## src/rtl/wgt_buf_if.sv

```systemverilog
// wgt_buf_if: bundles the weight-fill handshake, swap control and the active
// tap outputs of wgt_buf_bank. The slave modport is the buffer side; the master
// modport is the SRAM read path / controller side that drives the fill.
// Optional macro WGT_BUF_ZERO_MASK_EN adds the wgt_zero_mask output.
interface wgt_buf_if #(
  parameter int unsigned DATA_W = 8,
  parameter int unsigned DEPTH  = 4
);
  localparam int unsigned CNT_W = $clog2(DEPTH + 1);

  logic                      load_start;
  logic                      wgt_valid;
  logic                      wgt_ready;
  logic [DATA_W-1:0]         wgt_input;
  logic                      swap;
  logic [DEPTH*DATA_W-1:0]   wgt_taps;
  logic                      active_valid;
  logic                      shadow_full;
  logic [CNT_W-1:0]          fill_cnt;
  logic                      swap_done;
`ifdef WGT_BUF_ZERO_MASK_EN
  logic [DEPTH-1:0]          wgt_zero_mask;

  modport slave (
    input  load_start, wgt_valid, wgt_input, swap,
    output wgt_ready, wgt_taps, active_valid, shadow_full, fill_cnt, swap_done,
           wgt_zero_mask
  );

  modport master (
    output load_start, wgt_valid, wgt_input, swap,
    input  wgt_ready, wgt_taps, active_valid, shadow_full, fill_cnt, swap_done,
           wgt_zero_mask
  );
`else
  modport slave (
    input  load_start, wgt_valid, wgt_input, swap,
    output wgt_ready, wgt_taps, active_valid, shadow_full, fill_cnt, swap_done
  );

  modport master (
    output load_start, wgt_valid, wgt_input, swap,
    input  wgt_ready, wgt_taps, active_valid, shadow_full, fill_cnt, swap_done
  );
`endif

endinterface

```

## src/rtl/wgt_buf_bank.sv

```systemverilog
// wgt_buf_bank: double-buffered weight shift buffer between the weight SRAM
// read path and the PE array. The shadow bank fills serially over a
// valid/ready handshake while the active bank keeps driving the PE taps; an
// explicit swap copies shadow to active so the next kernel loads stall-free.
// Optional macro WGT_BUF_ZERO_MASK_EN adds a registered per-tap zero mask that
// is loaded on the same edge as the taps.
module wgt_buf_bank #(
  parameter int unsigned DATA_W = 8,
  parameter int unsigned DEPTH  = 4
) (
  input  logic        clk,
  input  logic        rst,
  wgt_buf_if.slave    bus
);

  localparam int unsigned CNT_W = $clog2(DEPTH + 1);

  typedef enum logic [1:0] {
    IDLE = 2'd0,
    FILL = 2'd1,
    FULL = 2'd2
  } state_t;

  state_t                        state;
  state_t                        state_nxt;

  logic [DEPTH-1:0][DATA_W-1:0]  shadow_q;
  logic [DEPTH-1:0][DATA_W-1:0]  active_q;

  logic [CNT_W-1:0]              cnt_q;
  logic [CNT_W-1:0]              cnt_nxt;
  logic                          full_q;
  logic                          full_nxt;
  logic                          aval_q;
  logic                          aval_nxt;
  logic                          done_q;
  logic                          done_nxt;
  logic                          shift_en;
  logic                          swap_en;

  // State register
  always_ff @(posedge clk) begin
    if (rst) begin
      state <= IDLE;
    end else begin
      state <= state_nxt;
    end
  end

  // Next-state, fill accounting and datapath enables
  always_comb begin
    state_nxt = state;
    cnt_nxt   = cnt_q;
    full_nxt  = full_q;
    aval_nxt  = aval_q;
    done_nxt  = 1'b0;
    shift_en  = 1'b0;
    swap_en   = 1'b0;

    case (state)
      IDLE: begin
        if (bus.load_start) begin
          state_nxt = FILL;
          cnt_nxt   = '0;
        end
      end

      FILL: begin
        // ready is high for the whole state, so valid alone accepts a beat
        shift_en = bus.wgt_valid;
        if (bus.load_start) begin
          // a beat taken in the restart cycle is the first of the new fill
          cnt_nxt = shift_en ? CNT_W'(1) : '0;
        end else if (shift_en) begin
          cnt_nxt = cnt_q + CNT_W'(1);
          if (cnt_q == CNT_W'(DEPTH - 1)) begin
            state_nxt = FULL;
            full_nxt  = 1'b1;
          end
        end
      end

      FULL: begin
        if (bus.swap) begin
          swap_en   = 1'b1;
          aval_nxt  = 1'b1;
          full_nxt  = 1'b0;
          done_nxt  = 1'b1;
          cnt_nxt   = '0;
          state_nxt = bus.load_start ? FILL : IDLE;
        end else if (bus.load_start) begin
          full_nxt  = 1'b0;
          cnt_nxt   = '0;
          state_nxt = FILL;
        end
      end

      default: begin
        state_nxt = IDLE;
        cnt_nxt   = '0;
        full_nxt  = 1'b0;
      end
    endcase
  end

  // Control/status registers
  always_ff @(posedge clk) begin
    if (rst) begin
      cnt_q  <= '0;
      full_q <= 1'b0;
      aval_q <= 1'b0;
      done_q <= 1'b0;
    end else begin
      cnt_q  <= cnt_nxt;
      full_q <= full_nxt;
      aval_q <= aval_nxt;
      done_q <= done_nxt;
    end
  end

  // Shadow bank: newest beat enters tap 0, older beats move up
  always_ff @(posedge clk) begin
    if (rst) begin
      shadow_q <= '0;
    end else if (shift_en) begin
      shadow_q <= {shadow_q[DEPTH-2:0], bus.wgt_input};
    end
  end

  // Active bank: loaded only by a completed swap, from pre-edge shadow
  always_ff @(posedge clk) begin
    if (rst) begin
      active_q <= '0;
    end else if (swap_en) begin
      active_q <= shadow_q;
    end
  end

`ifdef WGT_BUF_ZERO_MASK_EN
  logic [DEPTH-1:0] mask_q;
  logic [DEPTH-1:0] mask_nxt;

  // Per-tap zero detect on the shadow contents about to be swapped in
  always_comb begin
    mask_nxt = '0;
    for (int unsigned k = 0; k < DEPTH; k++) begin
      mask_nxt[k] = (shadow_q[k] == '0);
    end
  end

  // Zero mask register, coherent with active_q (all-zero taps after reset)
  always_ff @(posedge clk) begin
    if (rst) begin
      mask_q <= '1;
    end else if (swap_en) begin
      mask_q <= mask_nxt;
    end
  end

  assign bus.wgt_zero_mask = mask_q;
`endif

  assign bus.wgt_ready    = (state == FILL);
  assign bus.wgt_taps     = active_q;
  assign bus.active_valid = aval_q;
  assign bus.shadow_full  = full_q;
  assign bus.fill_cnt     = cnt_q;
  assign bus.swap_done    = done_q;

endmodule
```

## src/flat_wrapper.sv

```systemverilog
// flat-port wrapper written by rule: the top's interface ports become plain ports
module wgt_buf_bank_flat 
#(
  parameter int unsigned DATA_W = 8,
  parameter int unsigned DEPTH  = 4
)
  (clk, rst, bus_load_start, bus_wgt_valid, bus_wgt_input, bus_swap, bus_wgt_ready, bus_wgt_taps, bus_active_valid, bus_shadow_full, bus_fill_cnt, bus_swap_done);
  wgt_buf_if #(.DATA_W(DATA_W), .DEPTH(DEPTH)) bus_i ();
  input  logic clk;
  input  logic rst;
  input wire logic [$bits(bus_i.load_start)-1:0] bus_load_start;
  input wire logic [$bits(bus_i.wgt_valid)-1:0] bus_wgt_valid;
  input wire logic [$bits(bus_i.wgt_input)-1:0] bus_wgt_input;
  input wire logic [$bits(bus_i.swap)-1:0] bus_swap;
  output wire logic [$bits(bus_i.wgt_ready)-1:0] bus_wgt_ready;
  output wire logic [$bits(bus_i.wgt_taps)-1:0] bus_wgt_taps;
  output wire logic [$bits(bus_i.active_valid)-1:0] bus_active_valid;
  output wire logic [$bits(bus_i.shadow_full)-1:0] bus_shadow_full;
  output wire logic [$bits(bus_i.fill_cnt)-1:0] bus_fill_cnt;
  output wire logic [$bits(bus_i.swap_done)-1:0] bus_swap_done;
  assign bus_i.load_start = bus_load_start;
  assign bus_i.wgt_valid = bus_wgt_valid;
  assign bus_i.wgt_input = bus_wgt_input;
  assign bus_i.swap = bus_swap;
  assign bus_wgt_ready = bus_i.wgt_ready;
  assign bus_wgt_taps = bus_i.wgt_taps;
  assign bus_active_valid = bus_i.active_valid;
  assign bus_shadow_full = bus_i.shadow_full;
  assign bus_fill_cnt = bus_i.fill_cnt;
  assign bus_swap_done = bus_i.swap_done;
  wgt_buf_bank #(.DATA_W(DATA_W), .DEPTH(DEPTH)) u_core (.clk(clk), .rst(rst), .bus(bus_i));
endmodule
```

## config.mk

```make
export PLATFORM = sky130hd
export DESIGN_NAME = wgt_buf_bank_flat
export DESIGN_NICKNAME = d
export VERILOG_FILES = /design/src/rtl/wgt_buf_if.sv /design/src/rtl/wgt_buf_bank.sv /design/src/flat_wrapper.sv
export SDC_FILE = /design/constraint.sdc
export NUM_CORES = 1
export LEC_CHECK = 0
export CAP_MARGIN = 15
export CORE_MARGIN = 2
export CORE_UTILIZATION = 57
export CTS_BUF_LIST = sky130_fd_sc_hd__clkbuf_8
export CTS_CLUSTER_DIAMETER = 150
export DETAILED_ROUTE_END_ITERATION = 8
export HOLD_SLACK_MARGIN = 0.03
export PLACE_DENSITY = 0.87
export SLEW_MARGIN = 20
export SYNTH_ARGS = -nofsm -noshare
export SYNTH_HDL_FRONTEND = slang
export SYNTH_SLANG_ARGS = --single-unit
```

## constraint.sdc

```tcl
create_clock -name clk -period 4.26 [get_ports clk]
set_clock_uncertainty 0.1 [all_clocks]
set_input_delay 0.426 -clock clk [delete_from_list [all_inputs] [get_ports clk]]
set_output_delay 0.426 -clock clk [all_outputs]
set_load 0.02 [all_outputs]
```

# Yosys cells after proc, flatten, opt, wreduce, memory -nomap -nowiden
# Cells that the tools add are included.
# word_totals
regBits,72
output_inout_bits,39
wordCells,49
# classes
addsub,1
eq_ne,8
muxes,22
bitwise_logic,1
reduce_logical,4
# ops
cell,count
two-way mux 3 bit,4
two-way mux 1 bit,10
two-way mux 2 bit,5
one-hot mux 3 bit (3 select lines),1
"inequality test 3 bit, second input constant",2
one-hot mux 2 bit (3 select lines),1
AND reduction 5 bit,1
"inequality test 2 bit, second input constant",2
"adder 3 x 1 -> 3 bit, second input constant",1
"equality test 3 x 2 -> 1 bit, second input constant",1
one-hot mux 1 bit (3 select lines),1
AND reduction 3 bit,1
"equality test 2 x 1 -> 1 bit, second input constant",1
"equality test 2 bit, second input constant",1
logical NOT 2 bit,1
"inequality test 2 x 1 -> 1 bit, second input constant",1
AND reduction 2 bit,1
NOT 1 bit,1

# Logic depth before layout (Yosys ltp)
# Gate-level depths: netlist (run 1).
# depth
word_depth,5
depth_mapped,7
depth_no_buf,6

# Least setup slack after synthesis (run 1)
# OpenSTA, ideal clock, no wires.
# synth_path
path_kind,register -> register
from,reg u_core.state[1]
to,reg u_core.shadow_q[28] (netlist name)
arrival_time_ps,1150
slack_ps,2878
path_stages_with_launch,8
period_less_slack_ps,1382
cell_sequence,dfxtp_1 > nand2b_4 > inv_2 > and2_1 > buf_6 > buf_6 > nand2_1 > a21oi_1
# synth_via
elab_chain_len,2
# synth_rtl
item,line_no,text
start: declaration,wgt_buf_bank.sv:24,state_t state;
start signal: assignment,wgt_buf_bank.sv:46,state <= state_nxt;
equality test 2 x 1 -> 1 bit,n/a,
net bus_wgt_ready,flat_wrapper.sv:15,output wire logic [$bits(bus_i.wgt_ready)-1:0] bus_wgt_ready;
two-way mux 1 bit,wgt_buf_bank.sv:60,case (state)
end signal: assignment,wgt_buf_bank.sv:126,"shadow_q <= {shadow_q[DEPTH-2:0], bus.wgt_input};"
end: declaration,wgt_buf_bank.sv:27,logic [DEPTH-1:0][DATA_W-1:0] shadow_q;
# The timed path passes the listed nets, and every way through them passes these cells.
# A chain may end at the register's enable or synchronous reset.

# Worst setup path after layout (run 1)
# layout_path
from,reg u_core.state[0]
to,out bus_wgt_ready
# layout_via
elab_chain_len,1
# layout_rtl
item,line_no,text
equality test 2 x 1 -> 1 bit,wgt_buf_bank.sv:163,assign bus.wgt_ready = (state == FILL);
end: declaration,flat_wrapper.sv:15,
# No other way between the ends.

==> impl_results.md, run 1 <==
* R2r endpoint: u_core.shadow_q[13]
* CTS Buf Count at 9
* Worst hold start: u_core.bus.wgt_taps[0]
* Ratio of final minimum period to clock period at 0.538
* Sw Share at 0.228
* Initial cell density of the core at 0.597
* R2R cell count at 5
* CP max-delay cell: dfxtp_1
* First-pass GRT wire length at roughly 9000 um
* Tightest Pin Transition at 1010 ps
* H-tree depth at 3
* Worst reg2reg setup slack at ~2100 ps
* Critical path launch point type: flop
* Max rail drop VDD at 0.000250 V
* Total Wirelength at between 5000 and 6000 um
* Via/cell ratio at about 5.3
* Port Buffers at between 50 and 60
* Synth Register Bits at between 70 and 80
* Share of cells above drive strength 1 at 0.0539
* Hold slack at 354 ps
* Syn_area_per_cell at approximately 8 sq um
* Placement Setup Slack at 1820 ps
* Cells along the critical path: nand2b_4 > inv_2 > clkdlybuf4s50_1
* Fill cells at 360
* Num ports at 52
* CP Data Arrival Time at between 1500 and 2000 ps
* N_diodes at 0
* Leak Pwr at 1.06 nW
* Clock power frac at 0.381
* CP peak stage delay at about 620 ps
* Asr flop ratio synth at 0
* CTS Sinks at 72
* P_sw at roughly 0.27 mW
* Mapped Cells at ~330
* DIE AREA at just over 5000 sq um
* P&R area growth vs syn at 23.3%
* Nets@finish at about 380
* CTS max path bufs at 2
* Antenna violations before repair at 0
* Root Driver: clkbuf_8
* Fin crit period at approximately 2300 ps
* # Max-Cap Violations at 0
* Hold-fix buffers, CTS at 0
* Total Neg Setup Slack at 0 ps
* Die Y at roughly 70 um
* Final ANT Viol Nets at 0
* Drc violations at 0
* Commonest cells after routing, fill and taps aside: nand2_1 (131), dfxtp_1 (72), a21oi_1 (69)
* Cell taking the most area after synthesis: dfxtp_1
* Post-Syn Area at approximately 2600 sq um
* Max transition margin at 0.324
* Remaining Overflow, GRT at 0
* Share of the synthesized area in the top cell type at 0.550
* DR WL/cell at about 13 um
* F_max at 0.436 GHz
* RR Startpoint: u_core.state[0]
* Starting DRT DRC Count at 140
* Seq/Total Area, Yosys at 0.550
* Total power per unit cell area at between 300 and 400 nW/um^2
* Critical Path RT at between 3000 and 4000 ps
* Commonest non-fill, non-tap cell in the layout: nand2_1
* Via count of the first global-routing pass at just over 2000
* CTS tree: built
* Pin count of the biggest net entering global routing at 73
* Resized Gates After CTS at 0
* Clock transition at path regs at 70 ps
* Critical Path Source: u_core.state[0]
* Post-CTS Setup Bufs at 0
* P_int at around 0.9 mW
* Setup violators final at 0
* Yosys warning count at 0
* Core Area at 4380 sq um
* GPL Wtd Cong at around 0.87
* Synth unique cells at 26
* Main area contributors after synthesis: dfxtp_1 (55%), nand2_1 (19%), a21oi_1 (13%)
* Worst hold path class: reg -> reg
* Ys flop type: dfxtp_1
* Number of synthesized flops with an enable pin at 0
* Row count at 24
* RSZ-0062 raised after global routing: no
* Net Count, Synth at between 300 and 400
* CP max FO at 11
* Detailed Routing Iterations Pass 1 at 4
* CP endpoint kind: primary output
* Clk_lat worst skew at ~340 ps
* Post-DP HPWL at 3310 um
* Pins Over Slew Limit at 0
* Reg power frac at 0.577
* Via count at around 2300
* Die width at 71.8 um
* GRT Resource Usage Total at 0.225
* Kind of critical path: reg -> out
* Critical Path Sink: bus_wgt_ready
* Final hold vios at 0
* Outcome: completed
* Final WS setup at about 2000 ps
* Gate power share at 0.041
[flip-flops by register name, summed over array words and instances, names as in the netlist]
register,count
u_core.shadow_q,32
u_core.bus.wgt_taps,32
u_core.bus.shadow_full,1
u_core.bus.swap_done,1
u_core.bus.fill_cnt,3
u_core.state,2
u_core.bus.active_valid,1
[how the worst min path moves through the flow]
stage	end	slack, ps	cells past startpoint
after floorplan	u_core.bus.wgt_taps[24]	330	2
after global placement	u_core.bus.wgt_taps[24]	340	2
after detailed placement	u_core.bus.wgt_taps[24]	350	2
after CTS	u_core.bus.wgt_taps[24]	360	2
after global routing	u_core.bus.wgt_taps[0]	380	2
final	u_core.bus.wgt_taps[0]	350	2
[layer usage]
metal,global-route usage,wire (um)
met5,0,0
met4,0.111,131
met2,0.350,2570
met1,0.285,2420
met3,0.0703,224
[cell usage after synthesis, drive strengths merged (2+ instances only)]
master / instances
a211oi: 2
a21oi: 69
buf: 15
clkbuf: 8
dfxtp: 72
ha: 2
inv: 2
nand2: 132
nand2b: 3
nor2: 8
nor3: 4
[kinds of logic (layout without fill, tap and decap cells)]
logic type,count (synthesis),in the layout,synth area share
AND/OR/NAND/NOR,150,150,0.228
buffers and inverters,25,70,0.0564
flip-flops,72,72,0.550
multiplexers,1,1,0.00382
AO/OA/AOI/OAI,76,76,0.152
adder cells (fa/ha/maj),2,2,0.00955
[power by group through the flow]
stage / combinational, mW / clock, mW / sequential [mW]
after global routing: 0.0543 / 0.487 / 0.685
after global placement: 0.0484 / 0 / 0.700
after detailed placement: 0.0488 / 0 / 0.700
after floorplan: 0.0348 / 0 / 0.698
after CTS: 0.0491 / 0.461 / 0.684
final: 0.0488 / 0.452 / 0.685
[metrics by stage]
step	total power, mW	util	cells	instance area, sq um
after CTS	1.19	0.736	423	3230
after global placement	0.748	0.697	407	3060
after global routing	1.23	0.736	423	3230
final	1.19	0.736	423	3230
after floorplan	0.732	-	326	2620
after detailed placement	0.749	0.698	407	3060
[area by class of cell]
| class | count | area (sq um) | share of cell area |
|---|---|---|---|
| multi-input combinational | 229 | 1030 | 0.321 |
| clock inverter | 6 | 28.8 | 0.00891 |
| inverter | 2 | 7.51 | 0.00233 |
| timing repair buffer | 52 | 513 | 0.159 |
| clock buffer | 10 | 138 | 0.0426 |
| tap | 52 | 65.1 | 0.0202 |
| sequential | 72 | 1440 | 0.447 |
[worst max-delay path, delay by kind of cell, from the launching register on]
| family | cells | cell delay (ps) |
|---|---|---|
| buffers and inverters | 2 | 700 |
| AND/OR/NAND/NOR | 1 | 110 |
| flip-flops | 1 | 620 |
Note: power is estimated with default switching activity, not from simulation.
==> run 2: changes to the inputs <==
CORE_UTILIZATION = 53   (was 57)
PLACE_DENSITY = 0.82   (was 0.87)
clock period = 2.3 ns   (was 4.26 ns; I/O delays follow)
==> run 2 against run 1 <==
Global-route usage down 1.0 points. Non-clock buffer count up 4. Critical path type unchanged. Final cell count grew 4.5%. Worst setup slack worse by 1600 ps. Clock power increased by 100%. First-iteration DRC count is 38% higher. Via count down 1.2%.
==> impl_results.md, run 2 (same netlist as run 1, synthesis figures left out) <==
* Worst hold path class: in -> reg
* DR WL/cell at between 10 and 15 um
* F_max at around 0.52 GHz
* Final ANT Viol Nets at 0
* Die Y at roughly 74 um
* Via/cell ratio at ~5.0
* Hold-fix buffers, CTS at 0
* R2r endpoint: u_core.shadow_q[18]
* CTS tree: built
* Drc violations at 0
* Clk_lat worst skew at about 340 ps
* Pin count of the biggest net entering global routing at 73
* Worst reg2reg setup slack at approximately 660 ps
* Tightest Pin Transition at about 700 ps
* Critical Path RT at about 2000 ps
* Commonest cells after routing, fill and taps aside: nand2_1 (131), dfxtp_1 (72), a21oi_1 (69)
* Via count of the first global-routing pass at about 2000
* Row count at 25
* Leak Pwr at ~1.1 nW
* N_diodes at 0
* Hold Path Sink: u_core.shadow_q[5]
* Worst hold start: bus_wgt_input[5]
* DIE AREA at between 5000 and 6000 sq um
* Post-CTS Setup Bufs at 0
* CTS Sinks at 72
* Setup violators final at 0
* CP Data Arrival Time at ~1600 ps
* CP max FO at 8
* Port Buffers at between 50 and 60
* Share of cells above drive strength 1 at 0.0667
* Pins Over Slew Limit at 0
* Worst hold path depth at 3
* Detailed Routing Iterations Pass 1 at 5
* Kind of critical path: reg -> out
* Remaining Overflow, GRT at 0
* CTS Buf Count at 9
* Total power per unit cell area at just under 700 nW/um^2
* RSZ-0062 raised after global routing: no
* Total Wirelength at 5410 um
* RR Startpoint: u_core.state[1]
* GRT Resource Usage Total at 0.215
* First-pass GRT wire length at roughly 9000 um
* Max rail drop VDD at roughly 0.00045 V
* Clock transition at path regs at about 70 ps
* Total Power at 2.27 mW
* Max transition margin at 0.534
* H-tree depth at 3
* # Max-Cap Violations at 0
* CTS max path bufs at 2
* R2R cell count at 5
* Antenna violations before repair at 0
* Final hold vios at 0
* Critical path launch point type: flop
* Initial cell density of the core at 0.551
* Num ports at 52
* Root Driver: clkbuf_8
* Nets@finish at 385
* Core Area at around 4800 sq um
* Starting DRT DRC Count at a little under 200
* Outcome: completed
* Via count at between 2000 and 2500
* Die width at roughly 74 um
* P&R area growth vs syn at 25.6%
* CP endpoint kind: primary output
* GPL Wtd Cong at around 0.87
* Resized Gates After CTS at 0
* Commonest non-fill, non-tap cell in the layout: nand2_1
* Fin crit period at between 1500 and 2000 ps
* Total Neg Setup Slack at 0 ps
* Post-DP HPWL at 3270 um
* Ratio of final minimum period to clock period at 0.844
-- run 2: per-layer routing --
metal | wire length [um] | share of wire | track usage | up-vias
li1 | - | - | - | 1143
met4 | 89 | 0.016 | 0.121 | 0
met2 | 2550 | 0.47 | 0.323 | 66
met5 | 0 | 0 | 0 | -
met1 | 2490 | 0.46 | 0.284 | 1011
met3 | 281 | 0.052 | 0.0542 | 7
-- run 2: cell type report --
class                      count  area (sq um)
clock buffer                  12           165
clock inverter                 4          18.8
fill                         412          1470
inverter                       2          7.51
multi-input combinational    229          1030
sequential                    72          1440
tap                           67          83.8
timing repair buffer          56           543
-- run 2: worst max-delay path by stage --
stage,startpoint,to,cells past startpoint
2_1_floorplan,u_core.state[1],u_core.shadow_q[28],7
3_5_place_dp,bus_swap,u_core.bus.wgt_taps[8],6
4_1_cts,u_core.state[1],bus_wgt_ready,3
6_report,u_core.state[1],bus_wgt_ready,3
3_3_place_gp,bus_swap,u_core.bus.wgt_taps[25],6
5_1_grt,u_core.state[1],bus_wgt_ready,3
-- run 2: per-stage QoR --
step	area [sq um]	worst slack (ps)	cells	hold slack (ps)	utilization
2_1_floorplan	2620	918	326	209	-
3_5_place_dp	3110	534	426	345	0.653
4_1_cts	3290	347	442	337	0.692
3_3_place_gp	3110	563	426	339	0.653
5_1_grt	3290	292	442	349	0.692
6_report	3290	359	442	350	0.692
-- run 2: critical path: stages (launching register included) --
cell and delay, ps:
dfxtp_1 470, nand2b_4 210, inv_2 60, clkdlybuf4s50_1 530
-- run 2: report_power, final --
part           switching [mW]  total, mW  leakage (nW)  internal (mW)
Sequential            0.00807       1.26         0.581           1.26
Combinational          0.0608     0.0972         0.405         0.0363
Clock                   0.442      0.912         0.103          0.471
==> run 3: changes to the inputs <==
CORE_UTILIZATION = 48   (was 53)
PLACE_DENSITY = 0.78   (was 0.82)
clock period = 1.65 ns   (was 2.3 ns; I/O delays follow)
==> run 3 against run 2 <==
Sequential share of layout area fell by 1.4 points. Register-to-register slack got worse by 410 ps. Cell area rose by 3.2%. Sequential power rose by 40%. Clock power rose by 39%. Flip-flop and latch count did not move. Core utilization fell by 3.6 points. Non-clock buffer count rose by 4. Critical endpoint is now bus_fill_cnt[2]. Largest power group unchanged.
==> impl_results.md, run 3 (same netlist as run 1, synthesis figures left out) <==
* Via count at 2222
* Initial cell density of the core at 0.506
* Worst path bufs/invs at 1
* Max rail drop VDD at around 0.00051 V
* Cells along the critical path: clkdlybuf4s50_1
* First-pass GRT wire length at 9480 um
* Max transition margin at 0.639
* Pin count of the biggest net entering global routing at 34
* Setup violators final at 0
* Num ports at 52
* Total Neg Setup Slack at 0 ps
* Fin crit period at approximately 1600 ps
* Nets@finish at just under 400
* Worst hold path class: in -> reg
* Share of cells above drive strength 1 at 0.0718
* Pins Over Slew Limit at 0
* CP endpoint kind: primary output
* Outcome: completed
* GRT Resource Usage Total at 0.197
* CP max FO at 3
* P&R area growth vs syn at 29.6%
* Hold Path Sink: u_core.bus.shadow_full
* R2r endpoint: u_core.bus.wgt_taps[3]
* Starting DRT DRC Count at between 150 and 200
* DR WL/cell at between 10 and 15 um
* Top Family by Delay on Critical Path: buffers and inverters
* Worst reg2reg setup slack at between 200 and 300 ps
* Via count of the first global-routing pass at roughly 2100
* Detailed Routing Iterations Pass 1 at 4
* Root Driver: clkbuf_8
* DIE AREA at approximately 6100 sq um
* Antenna violations before repair at 0
* CTS max path bufs at 2
* RSZ-0062 raised after global routing: no
* F_max at ~0.63 GHz
* Kind of critical path: reg -> out
* Post-CTS Setup Bufs at 0
* Leak Pwr at ~1.1 nW
* # Max-Cap Violations at 0
* Worst hold start: rst
* Row count at 26
* Commonest non-fill, non-tap cell in the layout: nand2_1
* Clk_lat worst skew at about 340 ps
* Final hold vios at 0
* Final core occ at 0.656
* Via/cell ratio at between 4 and 5
* CP max-delay cell: clkdlybuf4s50_1
* Tightest Pin Transition at ~540 ps
* CTS Buf Count at 9
* H-tree depth at 3
* Ratio of final minimum period to clock period at 0.956
* R2R cell count at 6
* Worst hold path depth at 2
* Critical Path RT at ~1400 ps
* Die width at approximately 78 um
* CTS tree: built
* Clock transition at path regs at about 70 ps
* CTS Sinks at between 70 and 80
* Final ANT Viol Nets at 0
* CP Data Arrival Time at between 1000 and 1500 ps
* Core Area at a little over 5000 sq um
* Commonest cells after routing, fill and taps aside: nand2_1 (131), dfxtp_1 (72), a21oi_1 (69)
* Port Buffers at 51
* CP peak stage delay at slightly above 600 ps
* Remaining Overflow, GRT at 0
* Total Wirelength at around 5500 um
* GPL Wtd Cong at just over 0.8
* Post-DP HPWL at between 3000 and 4000 um
* RR Startpoint: u_core.state[1]
* Critical path launch point type: flop
* Critical path depth at 1
* N_diodes at 0
* Die Y at slightly below 80 um
* Total power per unit cell area at around 940 nW/um^2
* Drc violations at 0
==> run 3: changes by cell type in the layout (fill, tap and decap cells not counted), sizes merged <==
cell,before,now
buf,6,10
clkinv,3,0
clkdlybuf4s50,50,48
clkbuf,12,13
dlygate4sd2,0,1
dlymetal6s2s,0,1
inv,3,2
==> run 3: routing by layer <==
layer / GRT usage / share of wire / routed length (um) / up-vias
met5: 0 / 0 / 0 / -
met4: 0.107 / 0.020 / 111 / 0
met3: 0.0326 / 0.040 / 218 / 9
met2: 0.309 / 0.47 / 2600 / 53
met1: 0.259 / 0.47 / 2580 / 1007
li1: - / - / - / 1153
==> run 3: area by class of cell <==
class                   count  area (sq um)
fillers                   430          1780
flip-flops and latches     72          1440
multi-input cells         229          1030
repair buffers             60           649
clock buffers              13           179
well taps                  70          87.6
inverters                   2          7.51
==> run 3: report_power, final <==
group	internal, mW	switching [mW]
clock	0.686	0.580
sequential	1.75	0.0114
combinational	0.0668	0.0893
==> run 3: per-stage QoR <==
stage | hold slack (ps) | area [sq um] | worst slack, ps | total power, mW | instances
6_report | 190 | 3390 | 72.1 | 3.19 | 446
3_5_place_dp | 343 | 3210 | 45.4 | 1.96 | 433
2_1_floorplan | 144 | 2620 | 268 | 1.89 | 326
5_1_grt | 211 | 3390 | 19.9 | 3.30 | 446
4_1_cts | 166 | 3390 | 0.206 | 3.21 | 446
3_3_place_gp | 341 | 3210 | 103 | 1.96 | 433
==> run 3: timing repair <==
action / 4_1_cts / 5_1_grt
hold endpoints to repair: 0 / 0
gates resized for setup: 1 / 1
hold buffers: 0 / 0
endpoints found under the setup margin: 1 / 1
==> run 3: how the worst max path moves through the flow <==
stage	start	endpoint	slack, ps
after global routing	u_core.bus.fill_cnt[2]	bus_fill_cnt[2]	20
after global placement	bus_swap	u_core.bus.wgt_taps[31]	100
after floorplan	u_core.state[1]	u_core.shadow_q[28]	270
after CTS	u_core.bus.fill_cnt[1]	bus_fill_cnt[1]	0.2
final	u_core.bus.fill_cnt[2]	bus_fill_cnt[2]	70
after detailed placement	bus_swap	u_core.bus.wgt_taps[3]	50
